[config.mk]
export PLATFORM = sky130hd
export DESIGN_NAME = mem_port_arbiter_flat
export DESIGN_NICKNAME = d
export VERILOG_FILES = /design/src/rtl/mem_port_arbiter_if.sv /design/src/rtl/mem_port_arbiter.sv /design/src/flat_wrapper.sv
export SDC_FILE = /design/constraint.sdc
export NUM_CORES = 1
export LEC_CHECK = 0
export ABC_CLOCK_PERIOD_IN_PS = 2400
export CORE_ASPECT_RATIO = 1.1
export CORE_MARGIN = 10
export CORE_UTILIZATION = 41
export DETAILED_ROUTE_END_ITERATION = 7
export GPL_TIMING_DRIVEN = 0
export PLACE_DENSITY = 0.77
export SETUP_SLACK_MARGIN = 0.4
export SLEW_MARGIN = 20
export SYNTH_ARGS = -nofsm -noshare
export SYNTH_HDL_FRONTEND = slang
export SYNTH_SLANG_ARGS = --single-unit
export TNS_END_PERCENT = 30
[constraint.sdc]
create_clock -name Clk -period 2.4 [get_ports Clk]
set_clock_uncertainty 0.2 [all_clocks]
set_input_delay 0.24 -clock Clk [delete_from_list [all_inputs] [get_ports Clk]]
set_output_delay 0.24 -clock Clk [all_outputs]
set_load 0.05 [all_outputs]
[src/rtl/mem_port_arbiter_if.sv]
// Bundle of the CPU instruction/data request ports and the external memory port
// that the arbiter sits between.
interface mem_port_arbiter_if #(
    parameter int WORD = 16
);
    logic            i_req;
    logic [WORD-1:0] i_address;
    logic            i_done;
    logic [WORD-1:0] i_rdata;

    logic            d_req;
    logic            d_we;
    logic [WORD-1:0] d_address;
    logic [WORD-1:0] d_wdata;
    logic            d_done;
    logic [WORD-1:0] d_rdata;

    logic            mem_readM;
    logic            mem_writeM;
    logic [WORD-1:0] mem_address;
    logic [WORD-1:0] mem_wdata;
    logic [WORD-1:0] mem_rdata;

    logic            busy;
    logic            owner_d;

    // Arbiter side
    modport slave (
        input  i_req, i_address, d_req, d_we, d_address, d_wdata, mem_rdata,
        output i_done, i_rdata, d_done, d_rdata,
        output mem_readM, mem_writeM, mem_address, mem_wdata, busy, owner_d
    );

    // Requesters plus memory model side
    modport master (
        output i_req, i_address, d_req, d_we, d_address, d_wdata, mem_rdata,
        input  i_done, i_rdata, d_done, d_rdata,
        input  mem_readM, mem_writeM, mem_address, mem_wdata, busy, owner_d
    );
endinterface

[src/rtl/mem_port_arbiter.sv]
// Serialises I-side reads and D-side reads/writes onto one fixed-latency memory,
// D-side first, with a streak limit so a waiting I-side fetch always gets through.
module mem_port_arbiter #(
    parameter int WORD         = 16,
    parameter int LATENCY      = 2,
    parameter int STARVE_LIMIT = 3
) (
    input  logic                Clk,
    input  logic                Reset_N,
    mem_port_arbiter_if.slave   bus
);
    localparam int CNT_W = (LATENCY > 1) ? $clog2(LATENCY) : 1;
    localparam int STK_W = (STARVE_LIMIT > 1) ? $clog2(STARVE_LIMIT + 1) : 1;
    localparam logic [CNT_W-1:0] CNT_LOAD = CNT_W'(LATENCY - 1);
    localparam logic [STK_W-1:0] STK_MAX  = STK_W'(STARVE_LIMIT);

    typedef enum logic [1:0] {IDLE, ACCESS, DONE} state_t;

    state_t            state_reg,   state_next;
    logic [CNT_W-1:0]  cnt_reg,     cnt_next;
    logic [STK_W-1:0]  streak_reg,  streak_next;
    logic              owner_d_reg, owner_d_next;
    logic              we_reg,      we_next;
    logic [WORD-1:0]   addr_reg,    addr_next;
    logic [WORD-1:0]   wdata_reg,   wdata_next;
    logic [WORD-1:0]   i_rdata_reg, i_rdata_next;
    logic [WORD-1:0]   d_rdata_reg, d_rdata_next;
    logic              grant_d;

    always_ff @(posedge Clk or negedge Reset_N) begin
        if (!Reset_N) begin
            state_reg   <= IDLE;
            cnt_reg     <= '0;
            streak_reg  <= '0;
            owner_d_reg <= 1'b0;
            we_reg      <= 1'b0;
            addr_reg    <= '0;
            wdata_reg   <= '0;
            i_rdata_reg <= '0;
            d_rdata_reg <= '0;
        end else begin
            state_reg   <= state_next;
            cnt_reg     <= cnt_next;
            streak_reg  <= streak_next;
            owner_d_reg <= owner_d_next;
            we_reg      <= we_next;
            addr_reg    <= addr_next;
            wdata_reg   <= wdata_next;
            i_rdata_reg <= i_rdata_next;
            d_rdata_reg <= d_rdata_next;
        end
    end

    always_comb begin
        state_next   = state_reg;
        cnt_next     = cnt_reg;
        streak_next  = streak_reg;
        owner_d_next = owner_d_reg;
        we_next      = we_reg;
        addr_next    = addr_reg;
        wdata_next   = wdata_reg;
        i_rdata_next = i_rdata_reg;
        d_rdata_next = d_rdata_reg;
        grant_d      = 1'b0;

        case (state_reg)
            IDLE: begin
                if (bus.d_req || bus.i_req) begin
                    // D wins unless the I-side has already waited out the streak limit
                    grant_d      = bus.d_req && !(bus.i_req && (streak_reg == STK_MAX));
                    owner_d_next = grant_d;
                    cnt_next     = CNT_LOAD;
                    state_next   = ACCESS;
                    if (grant_d) begin
                        addr_next  = bus.d_address;
                        we_next    = bus.d_we;
                        wdata_next = bus.d_wdata;
                        if (bus.i_req)
                            streak_next = (streak_reg == STK_MAX) ? streak_reg
                                                                  : streak_reg + STK_W'(1);
                        else
                            streak_next = '0;
                    end else begin
                        addr_next   = bus.i_address;
                        we_next     = 1'b0;
                        streak_next = '0;
                    end
                end
            end
            ACCESS: begin
                if (cnt_reg == '0) begin
                    if (!(owner_d_reg && we_reg)) begin
                        if (owner_d_reg) d_rdata_next = bus.mem_rdata;
                        else             i_rdata_next = bus.mem_rdata;
                    end
                    state_next = DONE;
                end else begin
                    cnt_next = cnt_reg - CNT_W'(1);
                end
            end
            DONE:    state_next = IDLE;
            default: state_next = IDLE;
        endcase
    end

    assign bus.mem_readM   = (state_reg == ACCESS) && !(owner_d_reg && we_reg);
    assign bus.mem_writeM  = (state_reg == ACCESS) && owner_d_reg && we_reg;
    assign bus.mem_address = addr_reg;
    assign bus.mem_wdata   = wdata_reg;
    assign bus.i_done      = (state_reg == DONE) && !owner_d_reg;
    assign bus.d_done      = (state_reg == DONE) && owner_d_reg;
    assign bus.i_rdata     = i_rdata_reg;
    assign bus.d_rdata     = d_rdata_reg;
    assign bus.busy        = (state_reg != IDLE);
    assign bus.owner_d     = owner_d_reg;
endmodule

[src/flat_wrapper.sv]
// flat-port wrapper written by rule: the top's interface ports become plain ports
module mem_port_arbiter_flat 
#(
    parameter int WORD         = 16,
    parameter int LATENCY      = 2,
    parameter int STARVE_LIMIT = 3
)
  (Clk, Reset_N, bus_i_req, bus_i_address, bus_d_req, bus_d_we, bus_d_address, bus_d_wdata, bus_mem_rdata, bus_i_done, bus_i_rdata, bus_d_done, bus_d_rdata, bus_mem_readM, bus_mem_writeM, bus_mem_address, bus_mem_wdata, bus_busy, bus_owner_d);
  mem_port_arbiter_if #(.WORD(WORD)) bus_i ();
  input  logic Clk;
  input  logic Reset_N;
  input wire logic [$bits(bus_i.i_req)-1:0] bus_i_req;
  input wire logic [$bits(bus_i.i_address)-1:0] bus_i_address;
  input wire logic [$bits(bus_i.d_req)-1:0] bus_d_req;
  input wire logic [$bits(bus_i.d_we)-1:0] bus_d_we;
  input wire logic [$bits(bus_i.d_address)-1:0] bus_d_address;
  input wire logic [$bits(bus_i.d_wdata)-1:0] bus_d_wdata;
  input wire logic [$bits(bus_i.mem_rdata)-1:0] bus_mem_rdata;
  output wire logic [$bits(bus_i.i_done)-1:0] bus_i_done;
  output wire logic [$bits(bus_i.i_rdata)-1:0] bus_i_rdata;
  output wire logic [$bits(bus_i.d_done)-1:0] bus_d_done;
  output wire logic [$bits(bus_i.d_rdata)-1:0] bus_d_rdata;
  output wire logic [$bits(bus_i.mem_readM)-1:0] bus_mem_readM;
  output wire logic [$bits(bus_i.mem_writeM)-1:0] bus_mem_writeM;
  output wire logic [$bits(bus_i.mem_address)-1:0] bus_mem_address;
  output wire logic [$bits(bus_i.mem_wdata)-1:0] bus_mem_wdata;
  output wire logic [$bits(bus_i.busy)-1:0] bus_busy;
  output wire logic [$bits(bus_i.owner_d)-1:0] bus_owner_d;
  assign bus_i.i_req = bus_i_req;
  assign bus_i.i_address = bus_i_address;
  assign bus_i.d_req = bus_d_req;
  assign bus_i.d_we = bus_d_we;
  assign bus_i.d_address = bus_d_address;
  assign bus_i.d_wdata = bus_d_wdata;
  assign bus_i.mem_rdata = bus_mem_rdata;
  assign bus_i_done = bus_i.i_done;
  assign bus_i_rdata = bus_i.i_rdata;
  assign bus_d_done = bus_i.d_done;
  assign bus_d_rdata = bus_i.d_rdata;
  assign bus_mem_readM = bus_i.mem_readM;
  assign bus_mem_writeM = bus_i.mem_writeM;
  assign bus_mem_address = bus_i.mem_address;
  assign bus_mem_wdata = bus_i.mem_wdata;
  assign bus_busy = bus_i.busy;
  assign bus_owner_d = bus_i.owner_d;
  mem_port_arbiter #(.WORD(WORD), .LATENCY(LATENCY), .STARVE_LIMIT(STARVE_LIMIT)) u_core (.Clk(Clk), .Reset_N(Reset_N), .bus(bus_i));
endmodule
Yosys cells after proc, flatten, opt, wreduce, memory -nomap -nowiden
Index checks and enable logic that the tools add are counted.
{"block": "totals", "ff_bits": 71, "in_bits": 69, "out_inout_bits": 70, "word_cells": 53}
{"block": "op_classes", "addsub": 2, "n_eq_ne": 6, "n_mux": 11, "n_bitwise": 3, "n_reduce_logical": 22}
{"operator": "two-way mux 16 bit", "count": 1}
{"operator": "two-way mux 2 bit", "count": 5}
{"operator": "logical AND 1 bit", "count": 8}
{"operator": "AND reduction 4 bit", "count": 2}
{"operator": "AND reduction 2 bit", "count": 3}
{"operator": "AND reduction 3 bit", "count": 2}
{"operator": "== test 2 bit, second input constant", "count": 2}
{"operator": "case mux 2 bit (2 select lines)", "count": 1}
{"operator": "nonzero test 2 bit", "count": 2}
{"operator": "zero test 1 bit", "count": 3}
{"operator": "two-way mux 1 bit", "count": 3}
{"operator": "!= test 3 bit, second input constant", "count": 1}
{"operator": "NOT 1 bit", "count": 3}
{"operator": "adder 2 x 1 -> 2 bit, second input constant", "count": 1}
{"operator": "== test 2 x 1 -> 1 bit, second input constant", "count": 1}
{"operator": "zero test 2 bit", "count": 1}
{"operator": "!= test 2 x 1 -> 1 bit, second input constant", "count": 1}
{"operator": "!= test 2 bit, second input constant", "count": 1}
{"operator": "case mux 1 bit (2 select lines)", "count": 1}
{"operator": "logical OR 1 bit", "count": 1}
{"operator": "subtractor 1 bit, second input constant", "count": 1}

Depth between registers and ports, before layout
{"block": "logic_depth", "depth_word": 6, "ltp_mapped": 6, "depth_no_buf": 4}

Worst setup path before layout
Ideal clock, no wire load.
{"block": "synth_timing", "path_kind": "reg-to-output", "from": "register u_core.owner_d_reg, in the netlist u_core.bus.owner_d", "to": "output port bus_i_done", "arrival_time_ps": 1850, "t_required_ps": 1960, "setup_slack_ps": 110, "path_stages_with_launch": 2, "n_path_buf": 0, "path_cell_list": "dfrtp_1 > nor3b_1"}
{"block": "synth_between", "elab_chain_cells": 2}
{"item": "start: declaration", "line": "mem_port_arbiter.sv:22", "source": "logic owner_d_reg, owner_d_next;"}
{"item": "start signal: assignment", "line": "mem_port_arbiter.sv:45", "source": "owner_d_reg <= owner_d_next;"}
{"item": "zero test 1 bit", "line": "mem_port_arbiter.sv:110", "source": "assign bus.i_done = (state_reg == DONE) && !owner_d_reg;"}
{"item": "logical AND 1 bit", "line": "mem_port_arbiter.sv:110"}
{"item": "end: declaration", "line": "flat_wrapper.sv:19", "source": "output wire logic [$bits(bus_i.i_done)-1:0] bus_i_done;"}
No other way between the ends.

Final worst setup path
{"block": "layout_timing", "from": "register u_core.state_reg[1]", "to": "register u_core.d_rdata_reg[4], in the netlist u_core.bus.d_rdata[4]"}
{"block": "layout_between", "elab_chain_cells": 2}
{"item": "start: declaration", "line": "mem_port_arbiter.sv:19", "source": "state_t state_reg, state_next;"}
{"item": "start signal: assignment", "line": "mem_port_arbiter.sv:42", "source": "state_reg <= state_next;"}
{"item": "== test 2 x 1 -> 1 bit", "line": "mem_port_arbiter.sv:66", "source": "case (state_reg)"}
{"item": "AND reduction 4 bit (no source line)"}
{"item": "end signal: assignment", "line": "mem_port_arbiter.sv:50", "source": "d_rdata_reg <= d_rdata_next;"}
{"item": "end: declaration", "line": "mem_port_arbiter.sv:27", "source": "logic [WORD-1:0] d_rdata_reg, d_rdata_next;"}
No other way between the ends.
A chain may end at the register's enable or synchronous reset.

==> flow_metrics.env <==
export IMPL_clk_pin_slew_ns=0.08
export IMPL_crit_path_max_fanout=10
export IMPL_drtIter0Drc=70
export IMPL_min_period_over_period_pct=86.4
export IMPL_synth_edff_count=0
export IMPL_cp_start_kind="flop"
export IMPL_fmax_mhz=482
export IMPL_die_w_um=101
export IMPL_relSlewSlack_pct=63.2
export IMPL_crit_chain="nand2b_4 > buf_6 > or4b_4 > buf_8 > buf_12 > mux2_4"
export IMPL_rows=32
export IMPL_endpoint_kind="flop"
export IMPL_nets=417
export IMPL_netlist_top_cells_area="dfrtp_1 (60%), mux2_2 (27%), mux2_4 (5.1%)"
export IMPL_cts_sinks=71
export IMPL_avgViaCountPerCell=4.90
export IMPL_insertedDiodeCount=0
export IMPL_ys_ff_latch=71
export IMPL_fin_crit_ns=2.07
export IMPL_area_growth_pct=66.4
export IMPL_power_mw=8.32
export IMPL_ir_drop_mv=1.21
export IMPL_yosysUniqueCellTypes=25
export IMPL_final_core_util_pct=70.1
export IMPL_start_util_pct=42.1
export IMPL_gp_congestion=0.744
export IMPL_ctsHtreeMaxLevel=3
export IMPL_syn_num_nets=255
export IMPL_grt_pass1_vias=2321
export IMPL_worstPathArrival_ns=2.10
export IMPL_ant_nets=0
export IMPL_critPathRequiredTime_ns=2.43
export IMPL_grt_max_degree=58
export IMPL_synthArstFlopShare_pct=100
export IMPL_status="finished, final reports clean"
export IMPL_track_usage_pct=14.1
export IMPL_synthTopCellsByCount="dfrtp_1 (71), mux2_2 (70), mux2_4 (10)"
export IMPL_cts_tree="yes"
export IMPL_grt_pass1_wl_um=12100
export IMPL_coreArea_um2=7010
export IMPL_hold_class="input port to asynchronous set/reset pin"
export IMPL_antenna_found_initial=0
export IMPL_io_pins=139
export IMPL_dr_pass1_iters=4
export IMPL_yosysSeqAreaShare_pct=60.2
export IMPL_crit_slowest_cell="or4b_4"
export IMPL_tightest_slew_ns=0.550
export IMPL_routed_wl_um=8170
export IMPL_wl_met3_um=740
export IMPL_io_buffer_count=138
export IMPL_cpPeakStageDelay_ns=0.48
export IMPL_synth_ff_type="dfrtp_1"
export IMPL_die_h_um=109
export IMPL_ys_warn_count=0
export IMPL_synth_cells=185
export IMPL_drc=0
export IMPL_synth_most_common_cell="dfrtp_1"
export IMPL_synth_avg_cell_area_um2=15.9
export IMPL_finalHoldViolCount=0
export IMPL_clock_latency_ns=0.34
export IMPL_crit_family="simple AND/OR/NAND/NOR gates"
export IMPL_place_hpwl_um=6070
export IMPL_fin_tns_setup_ns=0
export IMPL_drv_slew=0
export IMPL_worst_path_buf_inv=3
export IMPL_num_vias=2143
export IMPL_syn_cell_area_um2=2950
export IMPL_cap_violations=0
export IMPL_top_layer="met4"
export IMPL_numCtsBuffers=9
export IMPL_drive_above_1_share_pct=37.5
export IMPL_synth_area_leader_cell="dfrtp_1"
export IMPL_rsz0062_at_grt="yes"
export IMPL_grt_overflow=0
export IMPL_detail_route_wl_per_cell_um=18.7
export IMPL_die_area_um2=11000
export IMPL_wl_met1_um=3040
export IMPL_cts_max_path_buffers=2
export IMPL_p_leak_nw=2.14
export IMPL_met2_length_um=4250
export IMPL_setup_viol=0
export IMPL_netlist_area_leader_share_pct=60.2
export IMPL_clockRootBuffer="clkbuf_8"
export IMPL_critPathKind="flop to flop"
export IMPL_p_per_area_nw_per_um2=1690
[where the power goes]
group	leakage (nW)	total (mW)	internal (mW)	switching, mW
logic	1.19	5.15	2.11	3.04
clock network	0.105	0.983	0.535	0.448
registers	0.836	2.19	1.82	0.363
total	2.14	8.32	4.47	3.85
[routing by layer]
layer  global-route usage (%)  up-vias
met5                        0        -
met4                     6.36        0
met3                     5.95       14
met2                     24.4       80
met1                     14.6     1075
li1                         -      974
[logic make-up (layout without fill, tap and decap cells)]
logic type,count (synthesis),after routing,synth area share (%)
muxes,80,80,31.8
DFF,71,71,60.2
and+or+nand+nor,13,13,2.76
buffers and inverters,12,179,2.76
AOI/OAI and AO/OA,8,8,2.04
adders and majority gates,1,1,0.424
[area by class of cell]
cell class,instances,area [um^2]
buffer,10,106
multi-input combinational,102,1180
fill,511,2100
clock buffer,11,151
sequential,71,1780
timing repair buffer,151,1520
tap,85,106
clock inverter,5,56.3
inverter,2,7.51
[placed cells by master, fill, tap and decap left out, drive strengths merged]
master,instances
a21bo,1
a21o,1
a21oi,1
a22o,2
a32o,1
and3b,1
buf,21
bufinv,1
clkbuf,14
clkdlybuf4s15,3
clkdlybuf4s50,131
clkinv,3
clkinvlp,1
dfrtp,71
dlygate4sd2,1
dlygate4sd3,1
dlymetal6s2s,1
ha,1
inv,2
mux2,80
nand2,3
nand2b,1
nor2,3
nor2b,1
nor3,2
nor3b,1
o21ai,2
or4b,1
[stage by stage]
| step | std cells | setup WS [ns] | instance area [um^2] | hold WS, ns |
|---|---|---|---|---|
| after global placement | 408 | -1.82 | 4450 | 0.277 |
| after global routing | 437 | 0.276 | 4910 | 0.117 |
| after detailed placement | 409 | -0.171 | 4480 | -0.0836 |
| after CTS | 426 | 0.228 | 4710 | 0.0953 |
| after floorplan | 185 | 0.358 | 2960 | -0.256 |
| final | 437 | 0.325 | 4910 | 0.0939 |
[repair_timing]
action	CTS	global route
setup buffers	0	9
gates cloned	0	2
hold buffers	1	0
hold endpoints to repair	71	0
pin swaps	0	3
resized for setup	17	43
setup endpoints to repair	52	80
[path summary, 6_finish.rpt]
kind / from / to / slack, ns / depth (start not counted)
setup / recovery: u_core.state_reg[1] / u_core.bus.d_rdata[4] / 0.33 / 6
hold / removal: Reset_N / u_core.bus.mem_wdata[15] / 0.09 / 2
setup reg to reg: u_core.state_reg[1] / u_core.bus.d_rdata[4] / 0.33 / 6
hold reg to reg: u_core.bus.mem_address[0] / u_core.bus.mem_address[0] / 0.31 / 1
max in group asynchronous: Reset_N / u_core.state_reg[1] / 1.37 / 3
min in group Clk: u_core.bus.mem_address[0] / u_core.bus.mem_address[0] / 0.31 / 1
Note: power is estimated with default switching activity, not from simulation.
==> RTL edit 1, RTL diff (config.mk and constraints unchanged) <==
Take the reset off `addr_reg` and load it in a clocked block of its own.
--- a/src/rtl/mem_port_arbiter.sv
+++ b/src/rtl/mem_port_arbiter.sv
@@ -36,3 +36,2 @@
             we_reg      <= 1'b0;
-            addr_reg    <= '0;
             wdata_reg   <= '0;
@@ -46,3 +45,2 @@
             we_reg      <= we_next;
-            addr_reg    <= addr_next;
             wdata_reg   <= wdata_next;
@@ -51,2 +49,6 @@
         end
+    end
+
+    always_ff @(posedge Clk) begin
+        addr_reg <= addr_next;
     end
Check against the original RTL: not equivalent (Yosys sat finds a counterexample within 4 cycles, from zero or initial values and one cycle with Reset_N low).
==> RTL edit 1 against the original RTL <==
  * Final cell count down 5.9%
  * Sequential cell count unchanged
  * Cell area down 4.8%
  * Total power down 8.8%
  * Setup slack worse by 0.012 ns
  * Sequential share of layout area up 3.5 points
  * Clock power up 9.9%
  * Synthesized area down 3.7%
  * Routed wire length down 4.3%
  * Highest routed layer unchanged
==> RTL edit 1: results (changes against the original RTL) <==
[cts]
cts.path.max_buffers = 2  ; unchanged
clkTransAtPathRegs_ns = 0.07
insertion_delay_ns = 0.33
cts_buffers = 9  ; unchanged
htreeDepth = 3  ; unchanged
root_buffer = clkbuf_8

[place]
dp_hpwl_mm = 5.94  ; -2.1%
post-place-ws_ns = 0.115  ; +0.286 ns
dpl_cell_area_um2 = 4340  ; -3.0%
io_buffers = 138  ; unchanged
gp_congestion = 0.710  ; -4.5%

[synth]
synth_xor_area_frac = 0  ; unchanged
synth_fa_ha_area_frac = 0.00440  ; +0.000162
seq_area_frac_synth = 0.653  ; +0.0513
synth-compound-area-share = 0.0203  ; -0.000101
synth_edf_count = 16  ; +16
syn_nets = 237  ; -7.1%
ys.warnings.count = 0  ; unchanged
synth_cell_type_count = 25  ; unchanged
synth_area_leaders = dfrtp_1 (48%), mux2_2 (21%), edfxtp_1 (17%)
synthArstFlopShare = 0.775  ; -0.225
ys_top_cells_by_count = dfrtp_1 (55), mux2_2 (54), edfxtp_1 (16), mux2_4 (10), buf_2 (4)
muxShareOfSynthArea = 0.267  ; -0.0512

[pwr]
power.leakage_nw = 1.95  ; -8.9%
ir_drop_mv = 0.985  ; -18%

[setup_path]
cp_max_fo = 8  ; -2
critPathMaxStageDelay_ns = 0.86  ; +0.38 ns
slowest_stage = clkdlybuf4s50_1
cp_top_family = buffers and inverters
arrival_ns = 1.65  ; -0.45 ns

[sta]
maxSlewHeadroom = 0.546  ; -0.0858

[global_routing]
antenna_found_initial = 0  ; unchanged
grt_use_total = 0.144  ; +0.00253
grt_max_degree = 56  ; -3.4%
grt_pass1_wl_mm = 12.0  ; -0.74%
grt_pass1_vias = 2162  ; -6.9%

[layout]
nets = 394  ; -5.5%
fillers = 490  ; -4.1%
drive_gt1_frac = 0.322  ; -0.0528

[drt]
routed_wl_mm = 7.83  ; -4.3%
dr.pass1.iters = 4  ; unchanged
avgViaCountPerCell = 4.79  ; -2.4%
drt_iter0_drc = 49  ; -30%

[status]
status = complete, no violations

RTL edit 1: worst paths after layout:
check / start / to / slack, ns / depth (start not counted)
max in group asynchronous: Reset_N / u_core.bus.owner_d$_DFFE_PN0P_ / 1.24 / 2
hold reg to reg: u_core.bus.i_rdata[6]$_DFFE_PN0P_ / u_core.bus.i_rdata[6]$_DFFE_PN0P_ / 0.30 / 1
setup reg to reg: u_core.state_reg[1]$_DFFE_PN0P_ / u_core.bus.d_rdata[8]$_DFFE_PN0P_ / 0.32 / 6
hold / removal: Reset_N / u_core.bus.mem_wdata[6]$_DFFE_PN0P_ / 0.29 / 2
setup / recovery: u_core.bus.owner_d$_DFFE_PN0P_ / bus_owner_d / 0.31 / 1
min in group Clk: u_core.bus.i_rdata[6]$_DFFE_PN0P_ / u_core.bus.i_rdata[6]$_DFFE_PN0P_ / 0.30 / 1
RTL edit 1: timing repair:
item	CTS	global route
setup buffers	0	7
gates resized for setup	12	13
pin swaps	0	1
setup endpoints to repair	52	80
hold endpoints to repair	55	0
hold buffers	1	0
RTL edit 1: per-layer routing:
layer,up-vias,global-route usage,wire length (um)
met5,-,0,0
met4,0,0.0717,223
met3,14,0.0578,710
met2,78,0.242,4010
met1,955,0.153,2880
li1,921,-,-
RTL edit 1: cell type report:
class | instances | area, um^2 | area share
flip-flops and latches | 71 | 1860 | 0.398
repair buffers | 146 | 1440 | 0.308
multi-input cells | 86 | 946 | 0.202
clock buffers | 15 | 208 | 0.0444
well taps | 82 | 103 | 0.0220
plain buffers | 7 | 80.1 | 0.0171
clock inverters | 1 | 30.0 | 0.00643
inverters | 3 | 11.3 | 0.00241
RTL edit 1: cell families after synthesis:
group / after synthesis
AO/OA/AOI/OAI: 8
buffers and inverters: 10
adder cells (fa/ha/maj): 1
multiplexers: 64
flip-flops: 71
AND/OR/NAND/NOR: 13
RTL edit 1: per-stage QoR:
stage / TNS, ns / std cells / utilization / hold WS [ns]
6_report: 0 / 411 / 0.700 / 0.288
5_1_grt: 0 / 411 / 0.700 / 0.301
4_1_cts: 0 / 404 / 0.689 / 0.290
3_5_place_dp: 0 / 387 / 0.651 / 0.135
3_3_place_gp: -44.18 / 387 / 0.651 / 0.279
2_1_floorplan: 0 / 167 / - / -0.256
RTL edit 1: power breakdown:
group / internal (mW) / total (mW) / switching (mW)
logic: 1.67 / 4.35 / 2.68
registers: 1.84 / 2.15 / 0.311
clock network: 0.658 / 1.08 / 0.422
==> RTL edit 2, RTL diff (config.mk and constraints unchanged) <==
Without the edit above. `WORD` is set to 16 in 3 places; all go to 17.
--- a/src/rtl/mem_port_arbiter_if.sv
+++ b/src/rtl/mem_port_arbiter_if.sv
@@ -3,3 +3,3 @@
 interface mem_port_arbiter_if #(
-    parameter int WORD = 16
+    parameter int WORD = 17
 );
--- a/src/rtl/mem_port_arbiter.sv
+++ b/src/rtl/mem_port_arbiter.sv
@@ -3,3 +3,3 @@
 module mem_port_arbiter #(
-    parameter int WORD         = 16,
+    parameter int WORD         = 17,
     parameter int LATENCY      = 2,
--- a/src/flat_wrapper.sv
+++ b/src/flat_wrapper.sv
@@ -3,3 +3,3 @@
 #(
-    parameter int WORD         = 16,
+    parameter int WORD         = 17,
     parameter int LATENCY      = 2,
Ports: changed (8 resized); port bits go from 139 to 147. No check against the original RTL was run, so the function may have changed too.
==> RTL edit 2 against the original RTL <==
  * Largest power group unchanged
  * Clock power grew 4%
  * Setup slack lost 0.019 ns
  * Hold slack improved by 0.079 ns
  * Non-clock buffer count is 12 higher
  * Synthesized area rose by 5.3%
  * Largest cell class unchanged
  * Fmax shrank 0.90%
  * Sequential cell count up 4
  * Final cell count up 5.3%
  * Critical path type unchanged
  * Total power grew 4.7%
  * Cell area grew 5.2%
  * Highest routed layer unchanged
  * First-iteration DRC count is 44% lower
  * Routed wire length grew 4.6%
==> RTL edit 2: results (changes against the original RTL) <==
[setup_path]
cp_top_family = simple AND/OR/NAND/NOR gates
r2r_slack_ns = 0.31  ; -0.02 ns
rr_endpoint = u_core.bus.d_rdata[8]$_DFFE_PN0P_
rr_startpoint = u_core.state_reg[1]$_DFFE_PN0P_
slowest_stage = or4b_4
crit_type = register to register

[synth]
synth-compound-area-share = 0.0193  ; -0.00102
ys_top_cells_by_count = dfrtp_1 (75), mux2_2 (75), mux2_4 (10), buf_2 (4)
muxShareOfSynthArea = 0.320  ; +0.00211
synth_area_leaders = dfrtp_1 (60%), mux2_2 (27%), mux2_4 (4.8%)
synth_xor_area_frac = 0  ; unchanged
ys.warnings.count = 0  ; unchanged
syn_nets = 268  ; +5.1%
seq_area_frac_synth = 0.604  ; +0.00190
ys.flop_type = dfrtp_1
synthArstFlopShare = 1.00  ; unchanged
synth_fa_ha_area_frac = 0.00403  ; -0.000213

[sta]
worst_pin_slew_ns = 0.540  ; -0.0105 ns
worst_hold_slack_ns = 0.173  ; +0.0788 ns

[global_routing]
grt_pass1_wl_mm = 12.8  ; +5.7%
grt_max_degree = 55  ; -5.2%
grt_pass1_vias = 2373  ; +2.2%
antenna_found_initial = 0  ; unchanged
grt_use_total = 0.144  ; +0.00277

[place]
dpl_cell_area_um2 = 4720  ; +5.5%
post-place-ws_ns = -0.234  ; -0.0627 ns
gp_congestion = 0.700  ; -5.8%
dp_hpwl_mm = 6.56  ; +8.1%
io_buffers = 146  ; +5.8%

[pwr]
swShare = 0.460  ; -0.00274
power.leakage_nw = 2.24  ; +5.0%
ir_drop_mv = 0.821  ; -32%

[cts]
htreeDepth = 3  ; unchanged
root_buffer = clkbuf_8
cts.path.max_buffers = 2  ; unchanged
cts_buffers = 9  ; unchanged
clkTransAtPathRegs_ns = 0.08  ; about the same

[drt]
drt_iter0_drc = 39  ; -44%
dr.pass1.iters = 4  ; unchanged
routed_wl_mm = 8.55  ; +4.6%
vias = 2201  ; +2.7%
drcViolationCount = 0  ; unchanged

[status]
status = complete, no violations

[layout]
nets = 442  ; +6.0%
fillers = 532  ; +4.1%
antennaDiodeCount = 0  ; unchanged
drive_gt1_frac = 0.373  ; -0.00235

RTL edit 2: cell count changes after synthesis, sizes merged:
cell	delta
buf	-1
clkbuf	+1
dfrtp	+4
mux2	+5
RTL edit 2: timing repair:
item | 4_1_cts | 5_1_grt
gates cloned | 0 | 2
setup endpoints to repair | 64 | 61
pin swaps | 0 | 1
setup buffers | 0 | 13
gates resized for setup | 19 | 23
hold endpoints to repair | 75 | 0
hold buffers | 1 | 0
RTL edit 2: how the worst max path moves through the flow:
stage                                                        end  slack, ns  depth (start not counted)
after floorplan           u_core.bus.mem_address[10]$_DFFE_PN0P_       0.32                          6
after global placement            u_core.bus.owner_d$_DFFE_PN0P_      -1.97                          1
after detailed placement   u_core.bus.mem_address[7]$_DFFE_PN0P_      -0.23                          6
after CTS                                          bus_mem_readM       0.23                          4
after global routing           u_core.bus.d_rdata[4]$_DFFE_PN0P_       0.25                          6
final                          u_core.bus.d_rdata[8]$_DFFE_PN0P_       0.31                          6
RTL edit 2: area by class of cell:
cell class | count | area, um^2 | area share
sequential | 75 | 1880 | 0.364
clock inverter | 5 | 77.6 | 0.0150
clock buffer | 11 | 131 | 0.0254
tap | 87 | 109 | 0.0211
buffer | 10 | 116 | 0.0225
multi-input combinational | 107 | 1210 | 0.234
timing repair buffer | 163 | 1640 | 0.316
inverter | 2 | 7.51 | 0.00145
RTL edit 2: through the flow:
step	cells	setup TNS (ns)
final	460	0
after global routing	460	0
after CTS	445	0
after detailed placement	428	-2.61
after global placement	427	-129.20
after floorplan	194	0
RTL edit 2: power groups by stage:
stage | logic, mW | registers [mW] | clock network [mW]
2_1_floorplan | 1.32 | 4.40 | 0
6_report | 5.39 | 2.30 | 1.02
3_3_place_gp | 5.15 | 2.27 | 0
4_1_cts | 5.22 | 2.29 | 1.06
3_5_place_dp | 5.21 | 2.31 | 0
5_1_grt | 5.62 | 2.38 | 1.12
RTL edit 2: cell families (layout without fill, tap and decap cells):
kind of cell	count (synthesis)	count (layout)
AO/OA/AOI/OAI	8	8
flip-flops	75	75
buffers and inverters	12	191
AND/OR/NAND/NOR	13	13
adder cells (fa/ha/maj)	1	1
multiplexers	85	85
RTL edit 2: layer usage:
layer | vias up | share of wire | track usage
met5 | - | 0 | 0
met4 | 0 | 0.012 | 0.0501
met3 | 8 | 0.068 | 0.0461
met2 | 59 | 0.55 | 0.249
met1 | 1093 | 0.37 | 0.160
li1 | 1041 | - | -
